==> config.mk <==
export PLATFORM = sky130hd
export DESIGN_NAME = imm_gen_pipe
export DESIGN_NICKNAME = d
export VERILOG_FILES = /design/src/rtl/imm_gen_pkg.sv /design/src/rtl/imm_decode.sv /design/src/rtl/imm_gen_pipe.sv
export SDC_FILE = /design/constraint.sdc
export NUM_CORES = 1
export LEC_CHECK = 0
export BUFFER_PORTS_ARGS = -buffer_cell sky130_fd_sc_hd__buf_2
export CAP_MARGIN = 40
export CORE_MARGIN = 8
export CORE_UTILIZATION = 31
export CTS_CLUSTER_SIZE = 20
export DETAILED_ROUTE_END_ITERATION = 12
export HOLD_SLACK_MARGIN = 0.08
export PLACE_DENSITY = 0.57
export SLEW_MARGIN = 10
export SYNTH_ARGS = -nofsm -noshare
export SYNTH_HDL_FRONTEND = slang
export SYNTH_SLANG_ARGS = --single-unit
==> constraint.sdc <==
create_clock -name clk -period 3 [get_ports clk]
set_input_delay 0.3 -clock clk [delete_from_list [all_inputs] [get_ports clk]]
set_output_delay 0.3 -clock clk [all_outputs]
set_load 0.02 [all_outputs]
==> src/rtl/imm_gen_pkg.sv <==
// ============================================================================
// imm_gen_pkg: shared types, opcodes and helpers for the pipelined immediate
// generator.  Rev 1.0
// ============================================================================
`default_nettype none

package imm_gen_pkg;

    localparam int IMM_MAX_W = 64;
    localparam int TAG_MAX_W = 32;

    typedef enum logic [2:0] {
        FMT_NONE = 3'd0,
        FMT_I    = 3'd1,
        FMT_S    = 3'd2,
        FMT_B    = 3'd3,
        FMT_U    = 3'd4,
        FMT_J    = 3'd5,
        FMT_SH   = 3'd6
    } imm_fmt_e;

    localparam logic [6:0] OPC_LOAD    = 7'b0000011;
    localparam logic [6:0] OPC_OPIMM   = 7'b0010011;
    localparam logic [6:0] OPC_OPIMM32 = 7'b0011011;
    localparam logic [6:0] OPC_STORE   = 7'b0100011;
    localparam logic [6:0] OPC_BRANCH  = 7'b1100011;
    localparam logic [6:0] OPC_LUI     = 7'b0110111;
    localparam logic [6:0] OPC_AUIPC   = 7'b0010111;
    localparam logic [6:0] OPC_JAL     = 7'b1101111;
    localparam logic [6:0] OPC_JALR    = 7'b1100111;

    // Fields are sized for the widest configuration; users slice to XLEN/TAG_W.
    typedef struct packed {
        logic [IMM_MAX_W-1:0] imm;
        imm_fmt_e             fmt;
        logic [TAG_MAX_W-1:0] tag;
    } imm_entry_t;

    function automatic logic is_shift_f3(input logic [2:0] funct3);
        return (funct3 == 3'b001) || (funct3 == 3'b101);
    endfunction

endpackage

`default_nettype wire

==> src/rtl/imm_decode.sv <==
// ============================================================================
// imm_decode: combinational RV32I/RV64I immediate decoder, result at full
// 64-bit sign/zero extension (caller slices to XLEN).  Rev 1.0
// ============================================================================
`default_nettype none

module imm_decode
    import imm_gen_pkg::*;
#(
    parameter int XLEN = 32
) (
    input  logic [31:0] inst_code,
    output imm_entry_t  entry
);

    logic [6:0] opcode;
    logic [2:0] funct3;
    logic       sgn;

    assign opcode = inst_code[6:0];
    assign funct3 = inst_code[14:12];
    assign sgn    = inst_code[31];

    always_comb begin
        entry = '0;
        case (opcode)
            OPC_LOAD, OPC_JALR: begin
                entry.fmt = FMT_I;
                entry.imm = {{52{sgn}}, inst_code[31:20]};
            end
            OPC_OPIMM: begin
                if (is_shift_f3(funct3)) begin
                    entry.fmt = FMT_SH;
                    if (XLEN == 64) entry.imm = {58'd0, inst_code[25:20]};
                    else            entry.imm = {59'd0, inst_code[24:20]};
                end else begin
                    entry.fmt = FMT_I;
                    entry.imm = {{52{sgn}}, inst_code[31:20]};
                end
            end
            OPC_OPIMM32: begin
                // Word-sized ops only exist in RV64; RV32 treats this opcode as unknown.
                if (XLEN == 64) begin
                    if (is_shift_f3(funct3)) begin
                        entry.fmt = FMT_SH;
                        entry.imm = {59'd0, inst_code[24:20]};
                    end else begin
                        entry.fmt = FMT_I;
                        entry.imm = {{52{sgn}}, inst_code[31:20]};
                    end
                end
            end
            OPC_STORE: begin
                entry.fmt = FMT_S;
                entry.imm = {{52{sgn}}, inst_code[31:25], inst_code[11:7]};
            end
            OPC_BRANCH: begin
                entry.fmt = FMT_B;
                entry.imm = {{51{sgn}}, sgn, inst_code[7], inst_code[30:25],
                             inst_code[11:8], 1'b0};
            end
            OPC_LUI, OPC_AUIPC: begin
                entry.fmt = FMT_U;
                entry.imm = {{32{sgn}}, inst_code[31:12], 12'd0};
            end
            OPC_JAL: begin
                entry.fmt = FMT_J;
                entry.imm = {{43{sgn}}, sgn, inst_code[19:12], inst_code[20],
                             inst_code[30:21], 1'b0};
            end
            default: begin
                entry.fmt = FMT_NONE;
                entry.imm = '0;
            end
        endcase
    end

endmodule

`default_nettype wire

==> src/rtl/imm_gen_pipe.sv <==
// ============================================================================
// imm_gen_pipe: valid/ready immediate generator with a 2-entry skid buffer so
// in_ready comes straight from a flop.  TAG_W may be 1..32.  Rev 1.0
// ============================================================================
`default_nettype none

module imm_gen_pipe
    import imm_gen_pkg::*;
#(
    parameter int XLEN  = 32,
    parameter int TAG_W = 8
) (
    input  logic             clk,
    input  logic             reset,
    input  logic             in_valid,
    output logic             in_ready,
    input  logic [31:0]      inst_code,
    input  logic [TAG_W-1:0] in_tag,
    output logic             out_valid,
    input  logic             out_ready,
    output logic [XLEN-1:0]  imm_out,
    output logic [2:0]       imm_fmt,
    output logic [TAG_W-1:0] out_tag
);

    typedef enum logic [1:0] {
        ST_EMPTY = 2'd0,
        ST_ONE   = 2'd1,
        ST_FULL  = 2'd2
    } buf_state_e;

    buf_state_e state;
    imm_entry_t dec_raw;
    imm_entry_t dec_entry;
    imm_entry_t main_q;
    imm_entry_t skid_q;
    logic       in_ready_q;
    logic       out_valid_q;
    logic       in_xfer;
    logic       out_xfer;
    logic       unused_bits;

    imm_decode #(
        .XLEN (XLEN)
    ) u_decode (
        .inst_code (inst_code),
        .entry     (dec_raw)
    );

    always_comb begin
        dec_entry     = dec_raw;
        dec_entry.tag = TAG_MAX_W'(in_tag);
    end

    assign in_xfer  = in_valid & in_ready_q;
    assign out_xfer = out_valid_q & out_ready;

    always_ff @(posedge clk or negedge reset) begin
        if (!reset) begin
            state       <= ST_EMPTY;
            in_ready_q  <= 1'b1;
            out_valid_q <= 1'b0;
            main_q      <= '0;
            skid_q      <= '0;
        end else begin
            case (state)
                ST_EMPTY: begin
                    if (in_xfer) begin
                        main_q      <= dec_entry;
                        state       <= ST_ONE;
                        out_valid_q <= 1'b1;
                    end
                end
                ST_ONE: begin
                    if (in_xfer && out_xfer) begin
                        main_q <= dec_entry;
                    end else if (in_xfer) begin
                        skid_q     <= dec_entry;
                        state      <= ST_FULL;
                        in_ready_q <= 1'b0;
                    end else if (out_xfer) begin
                        state       <= ST_EMPTY;
                        out_valid_q <= 1'b0;
                    end
                end
                ST_FULL: begin
                    // in_ready is already low here, so only the drain path exists.
                    if (out_xfer) begin
                        main_q     <= skid_q;
                        state      <= ST_ONE;
                        in_ready_q <= 1'b1;
                    end
                end
                default: begin
                    state       <= ST_EMPTY;
                    in_ready_q  <= 1'b1;
                    out_valid_q <= 1'b0;
                end
            endcase
        end
    end

    assign in_ready  = in_ready_q;
    assign out_valid = out_valid_q;
    assign imm_out   = main_q.imm[XLEN-1:0];
    assign imm_fmt   = main_q.fmt;
    assign out_tag   = main_q.tag[TAG_W-1:0];

    // Upper imm/tag bits are unused in narrow configurations.
    assign unused_bits = ^{main_q, dec_raw.tag};

endmodule

`default_nettype wire

==> key figures <==
GRT
  – Total track usage: 13.7%
  – Initial antenna violation count: 0
  – Global route overflow: 0
  – Maximum number of pins on one net before global-route repair: 58
  – First-pass GRT wire length: about 20000 um
  – Vias in the first global route: approximately 3800

Worst setup path
  – Worst EP arrival: roughly 2.3 ns
  – Worst-path fanout max: 18
  – Setup crit start kind: flop
  – Critical Path RT: between 3 and 4 ns
  – CP Capture Type: flop
  – Critical path class: flop to flop

Route
  – Vias: ~3700
  – Drt total wl: ~12000 um
  – Detail Route Antenna Nets: 0
  – Number of DRC markers in iteration 0: roughly 210
  – Drt pass-1 iters: 4
  – DRC violations left: 0
  – WL/cell: ~17 um
  – Vias per inst: a little over 5

Power and ir drop
  – Total power: between 2 and 3 mW
  – VDD IR-drop max: approximately 0.26 mV
  – Leak: roughly 2.5 nW
  – PwrDens: ~470 mW/mm2

Finish
  – Commonest non-fill, non-tap cell in the layout: dfrtp_1
  – Final #Nets: between 500 and 600
  – ANT cells: 0
  – Filler cells: approximately 1400
  – Layout cells sized above 1: between 20 and 30%
  – Area grow syn2layout: 20.6%
  – Most frequent cells in the layout: dfrtp_1 (89), buf_2 (87), nand2_1 (71), nor2_1 (63), a31oi_1 (27)

Synth
  – Ys flop type: dfrtp_1
  – Syn Nets: 494
  – Largest cells by area after synthesis: dfrtp_1 (50%), nand2_1 (6.0%), nor2_1 (5.4%)
  – Largest area contributor in the netlist: dfrtp_1
  – Mapped Avg Cell Area: about 9.8 um2
  – Post-Syn Area: between 0.004 and 0.005 mm2
  – Async S/R FF share, synth: 100%
  – #FFs+latches synth: 90
  – Post-synth EDFFs: 0
  – Netlist cell types: between 50 and 60
  – Ys Warns: 0
  – Register area share after synthesis: approximately 51%
  – Yosys top cell area share: around 50%
  – Post-Syn Instances: between 400 and 500

Floorplanning
  – Die Width: ~140 um
  – Starting Density: 31.7%
  – DIE HEIGHT: 135 um
  – Core area: approximately 0.014 mm2
  – Die area: 0.0183 mm2
  – # rows: 43
  – IO Count: 89

Timing
  – Setup TNS: 0 ns
  – Headroom to the max-slew limit: 41.1%
  – Slew @ Worst Pin: slightly below 0.9 ns
  – Clock skew: just over 0.006 ns
  – Max-slew violation count: 0
  – Period utilization: 68.5%
  – Fmax: about 0.49 GHz
  – RSZ-0062 raised after global routing: false
  – Final hold viol count: 0
  – Crit path time final: 2.06 ns
  – Final WS setup: about 0.94 ns
  – Setup violators final: 0

Min path
  – HP Class: input pin to flop

Clock network
  – CTS H-tree lvls: 3
  – Worst-path clk slew: 0.07 ns
  – CTS buffer count: 9
  – Worst-Skew Late Latency: 0.33 ns
  – Post-CTS setup buffers: 0
  – CTS tree: yes
  – CTS Sinks: 90
  – Clk buf depth: 2
  – CTS Root Cell: clkbuf_16

Placed design
  – Pre-CTS setup slack: 0.932 ns
  – IO buf count: 88
  – HPWL Detailed: between 8000 and 9000 um
  – GP Congestion: roughly 0.78

Run status
  – Outcome: completed

Run
  – MaxCap Viol Count: 0
critical path: stages, from the launching register on:
cell,delay (ns)
dfstp_2,0.56
and3b_1,0.32
nand2_1,0.44
buf_4,0.37
a22o_1,0.24
path summary, 6_finish.rpt:
kind | startpoint | end | slack, ns | cells after the start
worst max-delay path | in_ready | skid_q[42] | 0.94 | 4
worst min-delay path | in_tag[5] | skid_q[5] | 0.17 | 3
worst max register to register | in_ready | skid_q[42] | 0.94 | 4
worst min register to register | skid_q[38] | skid_q[38] | 0.48 | 2
max in group asynchronous | reset | imm_out[29] | 1.70 | 3
min in group asynchronous | reset | skid_q[58] | 0.57 | 2
synthesized netlist by cell type (all sizes together) (2+ instances only):
cell / count
a21oi: 16
nand3: 2
nor4b: 2
a21boi: 2
nor3: 24
o21ai: 24
nand2: 72
mux2i: 6
a211oi: 22
clkbuf: 7
nor4: 2
inv: 8
a31oi: 28
o22ai: 10
o21a: 2
a22o: 6
o31ai: 3
buf: 23
a32oi: 2
and3b: 2
or2: 2
nor2: 65
a22oi: 5
a2111oi: 3
nand3b: 3
nand2b: 10
dfrtp: 89
cell families (layout without fill, tap and decap cells):
| family | Yosys count | count (layout) | share of synthesized area (%) |
|---|---|---|---|
| simple gates | 188 | 188 | 19.8 |
| flops | 90 | 90 | 50.9 |
| mux | 6 | 6 | 1.36 |
| buf+inv | 38 | 125 | 4.78 |
| compound gates | 128 | 128 | 23.1 |
repair_timing:
| action | 4_1_cts | 5_1_grt |
|---|---|---|
| hold buffers | 1 | 0 |
| endpoints found under the hold margin | 54 | 0 |
| resized for setup | 0 | 0 |
routing by layer:
metal,GRT usage (%),routed length [um]
met3,3.97,765
met1,18.1,5700
met4,2.71,43
met5,0,0
met2,21.8,5800
layout make-up:
| cell class | instances | area [um2] | area share [%] |
|---|---|---|---|
| well taps | 180 | 225 | 4.22 |
| clock inverters | 5 | 62.6 | 1.17 |
| clock buffers | 11 | 253 | 4.74 |
| multi-input cells | 322 | 1970 | 36.9 |
| repair buffers | 101 | 543 | 10.2 |
| flip-flops and latches | 90 | 2250 | 42.2 |
| inverters | 8 | 30.0 | 0.563 |
report_power, final:
part | switching, mW | internal, mW
clock | 0.484 | 0.694
sequential | 0 | 1.21
combinational | 0.0750 | 0.0368
total | 0.559 | 1.94
sequential cells by signal, indices dropped and copies added, names as in the netlist:
name,count
imm_fmt,3
skid_q,43
imm_out,32
in_ready,1
out_valid,1
state,2
out_tag,8
through the flow:
step / area [um2] / hold slack, ns / utilization, % / std cells
finish: 5340 / 0.167 / 38.3 / 717
global route: 5340 / 0.166 / 38.3 / 717
CTS: 5340 / 0.157 / 38.3 / 717
detailed placement: 5010 / 0.415 / 36.0 / 700
global placement: 5010 / 0.413 / 36.0 / 700
floorplan: 4420 / 0.00441 / - / 450
(Power assumes the default switching activity.)
